## config.mk

```make
export PLATFORM = sky130hd
export DESIGN_NAME = sfr_write_sel_flat
export DESIGN_NICKNAME = d
export VERILOG_FILES = /design/src/rtl/sfr_sel_pkg.sv /design/src/rtl/sfr_write_sel_if.sv /design/src/rtl/sfr_skid_buffer.sv /design/src/rtl/sfr_write_sel.sv /design/src/flat_wrapper.sv
export SDC_FILE = /design/constraint.sdc
export NUM_CORES = 1
export LEC_CHECK = 0
export ABC_AREA = 1
export CAP_MARGIN = 15
export CORE_UTILIZATION = 48
export CTS_BUF_LIST = sky130_fd_sc_hd__clkbuf_8 sky130_fd_sc_hd__clkbuf_16
export CTS_CLUSTER_DIAMETER = 60
export DETAILED_ROUTE_END_ITERATION = 8
export PLACE_DENSITY = 0.84
export SETUP_SLACK_MARGIN = 0.4
export SLEW_MARGIN = 0
export SYNTH_ARGS = -nofsm -noshare
export SYNTH_HDL_FRONTEND = slang
export SYNTH_SLANG_ARGS = --single-unit
```

## constraint.sdc

```tcl
create_clock -name clock -period 3.19 [get_ports clock]
set_input_delay 0.638 -clock clock [delete_from_list [all_inputs] [get_ports clock]]
set_output_delay 0.638 -clock clock [all_outputs]
set_load 0.02 [all_outputs]
```

## src/rtl/sfr_sel_pkg.sv

```systemverilog
// Shared types and default widths for the SFR write-select stage.
// Optional build macro used elsewhere: SFR_SEL_ONEHOT_CHECK_EN.
package sfr_sel_pkg;

   localparam int SFR_DATA_WIDTH = 8;
   localparam int SFR_NUM_SRC    = 3;
   localparam int SFR_ADDR_WIDTH = 4;

   typedef enum logic [1:0] {
      EMPTY = 2'b00,
      ONE   = 2'b01,
      FULL  = 2'b11
   } skid_state_e;

   // True when exactly one bit of the (zero-extended) select vector is set.
   function automatic logic is_onehot(input logic [31:0] v);
      return (v != 32'd0) && ((v & (v - 32'd1)) == 32'd0);
   endfunction

endpackage

```

## src/rtl/sfr_write_sel_if.sv

```systemverilog
// Request/response bundle between the memory stage and the SFR write-select stage.
interface sfr_write_sel_if import sfr_sel_pkg::*; #(
   parameter int DATA_WIDTH = SFR_DATA_WIDTH,
   parameter int NUM_SRC    = SFR_NUM_SRC,
   parameter int ADDR_WIDTH = SFR_ADDR_WIDTH
) ();

   logic [NUM_SRC-1:0]            src_sel;
   logic [NUM_SRC*DATA_WIDTH-1:0] src_data;
   logic [ADDR_WIDTH-1:0]         in_addr;
   logic                          in_valid;
   logic                          in_ready;
   logic                          out_valid;
   logic                          out_ready;
   logic [DATA_WIDTH-1:0]         out_data;
   logic [ADDR_WIDTH-1:0]         out_addr;
   logic                          sel_err;
   logic                          err_clr;

   modport master (
      output src_sel, src_data, in_addr, in_valid, out_ready, err_clr,
      input  in_ready, out_valid, out_data, out_addr, sel_err
   );

   modport slave (
      input  src_sel, src_data, in_addr, in_valid, out_ready, err_clr,
      output in_ready, out_valid, out_data, out_addr, sel_err
   );

endinterface

```

## src/rtl/sfr_skid_buffer.sv

```systemverilog
// Two-entry skid buffer: main register drives the outputs, skid register
// absorbs one extra request while the consumer stalls. in_ready is registered.
module sfr_skid_buffer import sfr_sel_pkg::*; #(
   parameter int WIDTH = SFR_DATA_WIDTH + SFR_ADDR_WIDTH
) (
   input  logic             clock,
   input  logic             reset_n,
   input  logic             in_valid,
   output logic             in_ready,
   input  logic [WIDTH-1:0] in_payload,
   output logic             out_valid,
   input  logic             out_ready,
   output logic [WIDTH-1:0] out_payload
);

   skid_state_e      state_q, state_d;
   logic [WIDTH-1:0] main_q, main_d;
   logic [WIDTH-1:0] skid_q, skid_d;
   logic             in_ready_q, in_ready_d;
   logic             out_valid_q, out_valid_d;
   logic             accept_s;

   assign accept_s    = in_valid && in_ready_q;
   assign in_ready    = in_ready_q;
   assign out_valid   = out_valid_q;
   assign out_payload = main_q;

   // Next-state, storage and handshake-flag computation.
   always_comb begin
      state_d = state_q;
      main_d  = main_q;
      skid_d  = skid_q;
      case (state_q)
         EMPTY: begin
            if (accept_s) begin
               main_d  = in_payload;
               state_d = ONE;
            end else begin
               state_d = EMPTY;
            end
         end
         ONE: begin
            if (accept_s && out_ready) begin
               main_d = in_payload;
            end else if (accept_s) begin
               skid_d  = in_payload;
               state_d = FULL;
            end else if (out_ready) begin
               state_d = EMPTY;
            end else begin
               state_d = ONE;
            end
         end
         FULL: begin
            // accept_s is impossible here because in_ready_q is low.
            if (out_ready) begin
               main_d  = skid_q;
               state_d = ONE;
            end else begin
               state_d = FULL;
            end
         end
         default: begin
            state_d = EMPTY;
         end
      endcase
      in_ready_d  = (state_d != FULL);
      out_valid_d = (state_d != EMPTY);
   end

   // State and storage registers; reset discards both entries.
   always_ff @(posedge clock or negedge reset_n) begin
      if (!reset_n) begin
         state_q     <= EMPTY;
         main_q      <= {WIDTH{1'b0}};
         skid_q      <= {WIDTH{1'b0}};
         in_ready_q  <= 1'b1;
         out_valid_q <= 1'b0;
      end else begin
         state_q     <= state_d;
         main_q      <= main_d;
         skid_q      <= skid_d;
         in_ready_q  <= in_ready_d;
         out_valid_q <= out_valid_d;
      end
   end

endmodule

```

## src/rtl/sfr_write_sel.sv

```systemverilog
// SFR write-data source select with registered valid/ready output stage.
// SFR_SEL_ONEHOT_CHECK_EN: priority select plus live sel_err; otherwise AND-OR mux.
module sfr_write_sel import sfr_sel_pkg::*; #(
   parameter int DATA_WIDTH = SFR_DATA_WIDTH,
   parameter int NUM_SRC    = SFR_NUM_SRC,
   parameter int ADDR_WIDTH = SFR_ADDR_WIDTH
) (
   input  logic            clock,
   input  logic            reset_n,
   sfr_write_sel_if.slave  bus
);

   localparam int PW = DATA_WIDTH + ADDR_WIDTH;

   logic [DATA_WIDTH-1:0] sel_data_s;
   logic [PW-1:0]         out_payload_s;

`ifdef SFR_SEL_ONEHOT_CHECK_EN
   logic        found_s;
   logic        accept_s;
   logic [31:0] sel_ext_s;
   logic        sel_err_q, sel_err_d;

   // Lowest-index asserted select wins.
   always_comb begin
      sel_data_s = {DATA_WIDTH{1'b0}};
      found_s    = 1'b0;
      for (int i = 0; i < NUM_SRC; i++) begin
         if (bus.src_sel[i] && !found_s) begin
            sel_data_s = bus.src_data[i*DATA_WIDTH +: DATA_WIDTH];
            found_s    = 1'b1;
         end else begin
            found_s = found_s;
         end
      end
   end

   assign accept_s = bus.in_valid && bus.in_ready;

   // Sticky select-error flag; a new error outranks a simultaneous clear.
   always_comb begin
      sel_ext_s                = 32'd0;
      sel_ext_s[NUM_SRC-1:0]   = bus.src_sel;
      if (accept_s && !is_onehot(sel_ext_s)) begin
         sel_err_d = 1'b1;
      end else if (bus.err_clr) begin
         sel_err_d = 1'b0;
      end else begin
         sel_err_d = sel_err_q;
      end
   end

   // sel_err register.
   always_ff @(posedge clock or negedge reset_n) begin
      if (!reset_n) begin
         sel_err_q <= 1'b0;
      end else begin
         sel_err_q <= sel_err_d;
      end
   end

   assign bus.sel_err = sel_err_q;
`else
   logic unused_err_clr_s;

   // Legacy AND-OR mux: every selected source is ORed in.
   always_comb begin
      sel_data_s = {DATA_WIDTH{1'b0}};
      for (int i = 0; i < NUM_SRC; i++) begin
         if (bus.src_sel[i]) begin
            sel_data_s = sel_data_s | bus.src_data[i*DATA_WIDTH +: DATA_WIDTH];
         end else begin
            sel_data_s = sel_data_s;
         end
      end
   end

   assign unused_err_clr_s = bus.err_clr;
   assign bus.sel_err      = 1'b0;
`endif

   sfr_skid_buffer #(
      .WIDTH (PW)
   ) u_skid (
      .clock       (clock),
      .reset_n     (reset_n),
      .in_valid    (bus.in_valid),
      .in_ready    (bus.in_ready),
      .in_payload  ({sel_data_s, bus.in_addr}),
      .out_valid   (bus.out_valid),
      .out_ready   (bus.out_ready),
      .out_payload (out_payload_s)
   );

   assign bus.out_data = out_payload_s[ADDR_WIDTH +: DATA_WIDTH];
   assign bus.out_addr = out_payload_s[ADDR_WIDTH-1:0];

endmodule

```

## src/flat_wrapper.sv

```systemverilog
// flat-port wrapper written by rule: the top's interface ports become plain ports
module sfr_write_sel_flat import sfr_sel_pkg::*;
#(
   parameter int DATA_WIDTH = SFR_DATA_WIDTH,
   parameter int NUM_SRC    = SFR_NUM_SRC,
   parameter int ADDR_WIDTH = SFR_ADDR_WIDTH
)
  (clock, reset_n, bus_src_sel, bus_src_data, bus_in_addr, bus_in_valid, bus_out_ready, bus_err_clr, bus_in_ready, bus_out_valid, bus_out_data, bus_out_addr, bus_sel_err);
  sfr_write_sel_if #(.DATA_WIDTH(DATA_WIDTH), .NUM_SRC(NUM_SRC), .ADDR_WIDTH(ADDR_WIDTH)) bus_i ();
  input  logic clock;
  input  logic reset_n;
  input wire logic [$bits(bus_i.src_sel)-1:0] bus_src_sel;
  input wire logic [$bits(bus_i.src_data)-1:0] bus_src_data;
  input wire logic [$bits(bus_i.in_addr)-1:0] bus_in_addr;
  input wire logic [$bits(bus_i.in_valid)-1:0] bus_in_valid;
  input wire logic [$bits(bus_i.out_ready)-1:0] bus_out_ready;
  input wire logic [$bits(bus_i.err_clr)-1:0] bus_err_clr;
  output wire logic [$bits(bus_i.in_ready)-1:0] bus_in_ready;
  output wire logic [$bits(bus_i.out_valid)-1:0] bus_out_valid;
  output wire logic [$bits(bus_i.out_data)-1:0] bus_out_data;
  output wire logic [$bits(bus_i.out_addr)-1:0] bus_out_addr;
  output wire logic [$bits(bus_i.sel_err)-1:0] bus_sel_err;
  assign bus_i.src_sel = bus_src_sel;
  assign bus_i.src_data = bus_src_data;
  assign bus_i.in_addr = bus_in_addr;
  assign bus_i.in_valid = bus_in_valid;
  assign bus_i.out_ready = bus_out_ready;
  assign bus_i.err_clr = bus_err_clr;
  assign bus_in_ready = bus_i.in_ready;
  assign bus_out_valid = bus_i.out_valid;
  assign bus_out_data = bus_i.out_data;
  assign bus_out_addr = bus_i.out_addr;
  assign bus_sel_err = bus_i.sel_err;
  sfr_write_sel #(.DATA_WIDTH(DATA_WIDTH), .NUM_SRC(NUM_SRC), .ADDR_WIDTH(ADDR_WIDTH)) u_core (.clock(clock), .reset_n(reset_n), .bus(bus_i));
endmodule
```

Word-level counts from Yosys, hierarchy flattened --
Index checks and enable logic that the tools add are counted.
Word-level totals: register bits after elaboration 28, bits in latches 0, bits in writable memories 0, memory bits (read-only) 0, input port bits 36, output and inout bits 15, memories kept 0
Operators by class: add/sub/neg operators 0, $mul 0, divide/modulo/power cells 0, magnitude comparators 0, equal/unequal tests 6, shifts and indexed selects 0, multiplexer cells 13, bitwise logic cells 3, reduce and logical (&&, ||, !) cells 7
Operators by type and width (number):
- $mux W12 | 3
- $pmux W12 S3 | 1
- $mux W8 | 3
- $or A8 B8 Y8 | 2
- $ne A2 B2 Y1 const B | 4
- $mux W2 | 3
- $pmux W2 S3 | 1
- $reduce_and A4 Y1 | 1
- $reduce_and A3 Y1 | 1
- $reduce_bool A3 Y1 | 1
- $eq A2 B1 Y1 const B | 1
- $eq A2 B2 Y1 const B | 1
- $logic_and A1 B1 Y1 | 2
- $logic_not A2 Y1 | 1
- $mux W1 | 2
- $reduce_bool A2 Y1 | 1
- $not A1 Y1 | 1

Longest topological paths before layout --
word-level depth 7, depth in mapped cells 10

By module --
Synthesis repeated with hierarchy kept, for this count alone.
Second synthesis, totals: cells, all modules 202, area, all modules 1590.3 µm²
Modules (own cells, without submodules):
- sfr_skid_buffer | instances 1, cells each 165, area an instance 1433.9 µm²
- sfr_write_sel | instances 1, cells each 37, area an instance 156.4 µm²

Worst setup path before layout --
No wires, ideal clock.
path type reg-to-reg, start register u_core.u_skid.state_q[0], end register u_core.u_skid.main_q[10] (netlist: u_core.u_skid.out_payload[10]), arrival 1385 ps, required time 3074 ps, path slack 1688 ps, cell stages (with the launch flop) 9, buffers on the path 1, cells stage by stage dfrtp_1 -> inv_1 -> ha_1 -> or2_1 -> nand2_1 -> nand2_2 -> buf_6 -> nand2_1 -> nand2_1
Between the ends: word-level cells in the longest chain between the ends 3, elaborated cells between the ends (all ways) 9, those cells by class 5 x eq/ne; 1 x mux; 3 x reduce/logical
RTL lines:
- start, declared | line sfr_skid_buffer.sv:16 | skid_state_e state_q, state_d;
- start signal, assigned | line sfr_skid_buffer.sv:80 | state_q <= state_d;
- $eq A2 B1 Y1 (tied with other cells) | line sfr_skid_buffer.sv:33 | case (state_q)
- $ne A2 B2 Y1 (no line) / $reduce_bool A3 Y1 (equally long branches)
- $reduce_and A4 Y1 (no line)
- end signal, assigned | line sfr_skid_buffer.sv:75 | main_q <= {WIDTH{1'b0}};
- end signal, assigned | line sfr_skid_buffer.sv:81 | main_q <= main_d;
- end, declared | line sfr_skid_buffer.sv:17 | logic [WIDTH-1:0] main_q, main_d;
Parallel ways exist; a longest one is shown, timed or not. A chain may end at the register's enable or synchronous reset.

Worst setup path in the final report --
start register u_core.u_skid.in_ready_q (netlist: u_core.u_skid.in_ready), end output port bus_in_ready
RTL lines:
- start, declared | line sfr_skid_buffer.sv:19 | logic in_ready_q, in_ready_d;
- start signal, assigned | line sfr_skid_buffer.sv:83 | in_ready_q <= in_ready_d;
- end, declared | line flat_wrapper.sv:18 | output wire logic [$bits(bus_i.in_ready)-1:0] bus_in_ready;
No word-level cell between the ends.

==> results.md <==
- Tot Pwr: 1.673 mW
- Critical path required time: 2.55 ns
- Max_cap viols: 0
- Num CTS Buffers: 3
- Synthesized flop and latch total: 28
- Fin crit share: 64.72%
- Unrepaired setup endpoints after global routing: no
- DR WL/cell: 10.24 um
- Syn-to-layout area delta: 36.57%
- Core Region: 2853 um^2
- Post-CTS Hold Buffers: 0
- HPWL after DPL: 2207 um
- Slowest stage cell, crit path: clkdlybuf4s50_1
- Drt drc: 1
- Global Route Usage Sum: 20.18%
- Layout Nets: 294
- Reg clk slew, reported paths: 0.09 ns
- Relative slew slack: 59.51%
- Vias in the first global route: 1228
- Worst hold path type: flip-flop to flip-flop
- Initial antenna violation count: 0
- Yosys top cell area share: 45.19%
- Layout cell share with drive strength beyond 1: 5.534%
- Placement Cell Area: 1971 um^2
- Initial cell density of the core: 52.41%
- PD cells: 819.3 nW/um^2
- Clock sinks: 28
- Ys Warns: 0
- Area of the die: 3342 um^2
- Antenna cells: 0
- Placed insts: 280
- Die width: 57.81 um
- Worst-Margin Slew: 0.6073 ns
- CP Buf/Inv Count: 1
- Synth Instances: 208
- Total number of vias: 1358
- Max stage delay on crit path: 0.60 ns
- Static leakage power: 1.046 nW
- Detailed-route wire length: 2907 um
- Worst path arrival time: 1.43 ns
- H-tree depth: 1
- Root Buffer: clkbuf_8
- Rows: 19
- Via/cell ratio: 4.782
- Status: finished, violations left
- Setup CP Type: flip-flop to primary output
- Synth cell types: 21
- Syn Std Cell Area: 1495 um^2
- Total grt overflow: 0
- Violated checks: DRC
- Clock Skew: 0.004434 ns
- Final hold violations: 0
- Syn_area_per_cell: 7.188 um^2
- First-pass DRT Iterations: 6
- Ports: 51
- Port Buffers: 48
- Post-CTS sizing: 0
- Fmax achieved: 0.4844 GHz
- Gpl congestion: 0.7346
- Ranking of synthesized cells by area: dfrtp_1 45%, nand2_1 30%, nand3_1 4.7%
- Fin. max-slew vios: 0
- Synth Net Count: 248
- Cells along the critical path: clkdlybuf4s50_1
- Final setup viols: 0
- Clk_lat worst skew: 0.27 ns
- Longest Clk Path Bufs: 2
- Post-route cell area: 2042 um^2
- Final Non-Filler Cells: 284
- CP Launch Type: flip-flop
- Synth area leader: dfrtp_1
- Remaining antenna violation count: 0
- Peak VDD IR: 0.0004575 V
- Sequential area share after synthesis: 46.95%
- CP endpoint kind: primary output
- Post CTS Setup Buffer Count: 0
- Setup TNS: 0 ns
- Worst-path maximum fanout: 4
- First-pass GRT wire length: 5250 um
- CP delay by family, top: buffers and inverters
- Largest net degree at the start of global routing: 29
- Final min period: 2.064 ns
- Die Y: 57.81 um
- DR iter-0 viols: 47
- CTS tree: built
## per-layer routing
layer / track usage [%] / vias to the layer above / share of wire [%]
met3: 2.009 / 4 / 4.9
met1: 28.32 / 589 / 46
met5: 0 / - / 0
met4: 8.503 / 0 / 1.7
met2: 32.02 / 46 / 47
li1: - / 719 / -
## placed cells by master (no fill, tap or decap)
master           count
o21ai_2              2
nor2_2               1
inv_1               13
o21ai_0              7
dfstp_2              1
nand2_1            121
buf_4                1
nand3_1             14
conb_1               1
nand4_1              1
bufinv_16            1
dfrtp_1             27
or2_1                1
nor2_4               1
a21oi_1              2
nand2_2              1
ha_1                 4
inv_2                2
a21oi_2              1
clkdlybuf4s50_1     48
clkbuf_8             3
## cells by family (layout without fill, tap and decap cells)
logic type	count (synthesis)	in the layout	synth area share, %
AND/OR/NAND/NOR	140	140	37.49
flip-flops	28	28	46.95
buffers and inverters	23	68	7.197
AO/OA/AOI/OAI	12	12	4.770
adder cells (fa/ha/maj)	4	4	3.347
other	1	1	0.2508
## metrics by stage
stage                     util [%]  hold slack [ns]  worst slack (ns)
after floorplan                  -           0.3424             1.688
after global placement       69.08           0.4533             1.113
after detailed placement     69.08           0.4580             1.090
after CTS                    71.58           0.4808             1.118
after global routing         71.58           0.4941             1.080
final                        71.58           0.4790             1.126
## power breakdown
group / internal [mW] / switching (mW) / leakage, nW / total, mW
Sequential: 0.526 / 0.0828 / 0.344 / 0.609
Clock: 0.168 / 0.105 / 0.0357 / 0.273
Combinational: 0.337 / 0.454 / 0.667 / 0.791
Total: 1.03 / 0.642 / 1.05 / 1.67
## synth_stat cells, drive strengths merged
cell and instances:
nand2 122, dfrtp 27, inv 15, nand3 14
o21ai 9, buf 5, ha 4, a21oi 3
clkbuf 3, nor2 2, conb 1, dfstp 1
nand4 1, or2 1
## flip-flops by register name, indices dropped and copies added (netlist names)
| register | flops |
|---|---|
| u_core.u_skid.out_payload | 12 |
| u_core.u_skid.skid_q | 12 |
| u_core.u_skid.state_q | 2 |
| u_core.u_skid.out_valid | 1 |
| u_core.u_skid.in_ready | 1 |
## worst paths after layout
check	from	end	slack, ns	cells past startpoint
max in group asynchronous	reset_n	u_core.u_skid.in_ready	2.15	2
min in group asynchronous	reset_n	u_core.u_skid.skid_q[11]	0.74	2
hold / removal	u_core.u_skid.skid_q[11]	u_core.u_skid.skid_q[11]	0.48	2
setup reg to reg	u_core.u_skid.state_q[0]	u_core.u_skid.out_payload[11]	1.42	7
setup / recovery	u_core.u_skid.in_ready	bus_in_ready	1.13	1
hold reg to reg	u_core.u_skid.skid_q[11]	u_core.u_skid.skid_q[11]	0.48	2
## area by class of cell
cell class                      instances  area (um^2)
Clock buffer                            3        41.29
Clock inverter                          1        30.03
Fill cell                             241        810.8
Multi-Input combinational cell        157        685.7
Sequential cell                        28        701.9
Timing Repair Buffer                   49        488.0
Inverter                               15        56.30
Tap cell                               31        38.79
(Power assumes the default switching activity.)
==> RTL edit, RTL diff (same settings) <==
Encoding of `skid_state_e`: now one-hot (3 bits for 3 states).
--- a/src/rtl/sfr_sel_pkg.sv
+++ b/src/rtl/sfr_sel_pkg.sv
@@ -6,10 +6,10 @@
    localparam int SFR_NUM_SRC    = 3;
    localparam int SFR_ADDR_WIDTH = 4;
 
-   typedef enum logic [1:0] {
-      EMPTY = 2'b00,
-      ONE   = 2'b01,
-      FULL  = 2'b11
+   typedef enum logic [2:0] {
+      EMPTY = 3'b001,
+      ONE   = 3'b010,
+      FULL  = 3'b100
    } skid_state_e;
 
    // True when exactly one bit of the (zero-extended) select vector is set.
Function: same outputs for any inputs over 10 cycles, from zero or initial values and one cycle with reset_n low; not proved beyond that.
==> RTL edit against the unedited design <==
  * Area after synthesis increased by 3.0%
  * Worst setup slack improved by 7.8 ps
  * Core utilization decreased by 2.0 points
  * Sequential cell count increased by 1
  * Clock power increased by 21%
  * First-iteration DRC count increased by 66%
  * Synthesized cell count increased by 2.9%
  * Cell area increased by 4.0%
  * Register-to-register slack got worse by 190 ps
  * Power increased by 4.3%
  * Routed wire length increased by 4.9%
==> RTL edit: results (changes against the unedited design) <==
stage;metric;value;unit;change
status;outcome;completed;;
timing;period_minus_slack;2060;ps;-7.78 ps
layout;buffers;50;;+2.0%
layout;n_fill_cell;279;;+16%
synth;synth_cells;214;;+2.9%
synth;ys_types;20;;-4.8%
layout;fin_cells;304;;+7.0%
layout;drive_above_1_share;0.0923;;+0.0370
layout;num-nonclk-inverters;12;;-3
worst_setup_path;r2r_slack;1230;ps;-190 ps
power_and_ir_drop;p_leak;1.08;nW;+3.1%
synth;yosysSeqAreaShare;0.473;;+0.00333
drt;drtIter0Drc;78;;+66%
worst_setup_path;reg2reg_depth;8;;+1
drt;totalWireLength;3.05;mm;+4.9%
hold_path;worstHoldEndpoint;u_core.u_skid.out_payload[10]$_DFFE_PN0P_;;
layout;seq_share;0.343;;-0.000792
layout;nets;295;;+0.34%
global_routing;grt_max_degree;30;;+3.4%
synth;synth_area;0.00154;sq mm;+3.0%
synth;synthTopCellsByArea;dfrtp_1, nand2_1, nand3_1;;
layout;buf_share;0.233;;-0.00562
clocking;path_clk_slew;60;ps;-30 ps
worst_setup_path;r2r_end;u_core.u_skid.out_payload[6]$_DFFE_PN0P_;;
clocking;numCtsBuffers;5;;+2
hold_path;min_from;u_core.u_skid.out_payload[10]$_DFFE_PN0P_;;
layout;clkCellAreaFrac;0.0477;;+0.0128
worst_setup_path;path_max_fanout;3;;-1
layout;multi_input_cells;161;;+2.5%
power_and_ir_drop;peakVddDrop;0.468;mV;+2.3%
place;placed_area;0.00202;sq mm;+2.6%
timing;whs;469;ps;-10.0 ps
drt;vias;1467;;+8.0%
[RTL edit: changes by cell type after synthesis, moves of 3 or more]
cell     before  now
nand3_1      14   35
nand2_1     121  107
inv_1        13    8
ha_1          4    0
nor2_1        0    4
nand2_2       1    4
[RTL edit: kinds of logic after synthesis]
logic type / synth area share
and+or+nand+nor: 0.429
DFF: 0.473
buffers and inverters: 0.0739
AOI/OAI and AO/OA: 0.0219
other: 0.00243
[RTL edit: report_power, final]
part / switching (mW) / total (mW) / internal (mW)
clock: 0.136 / 0.330 / 0.194
sequential: 0.0897 / 0.640 / 0.550
combinational: 0.453 / 0.776 / 0.322
total: 0.679 / 1.75 / 1.07
[RTL edit: routing by layer]
metal	vias up	part of all wire	GRT usage
met5	-	0	0
met4	0	0.011	0.0680
met3	4	0.056	0.0703
met2	53	0.47	0.328
met1	655	0.46	0.266
li1	755	-	-
[RTL edit: tightest hold or removal path: cells and delay by family, from the launching register on]
kind,cells,cell delay (ps)
flip-flops,1,330
AND/OR/NAND/NOR,2,110
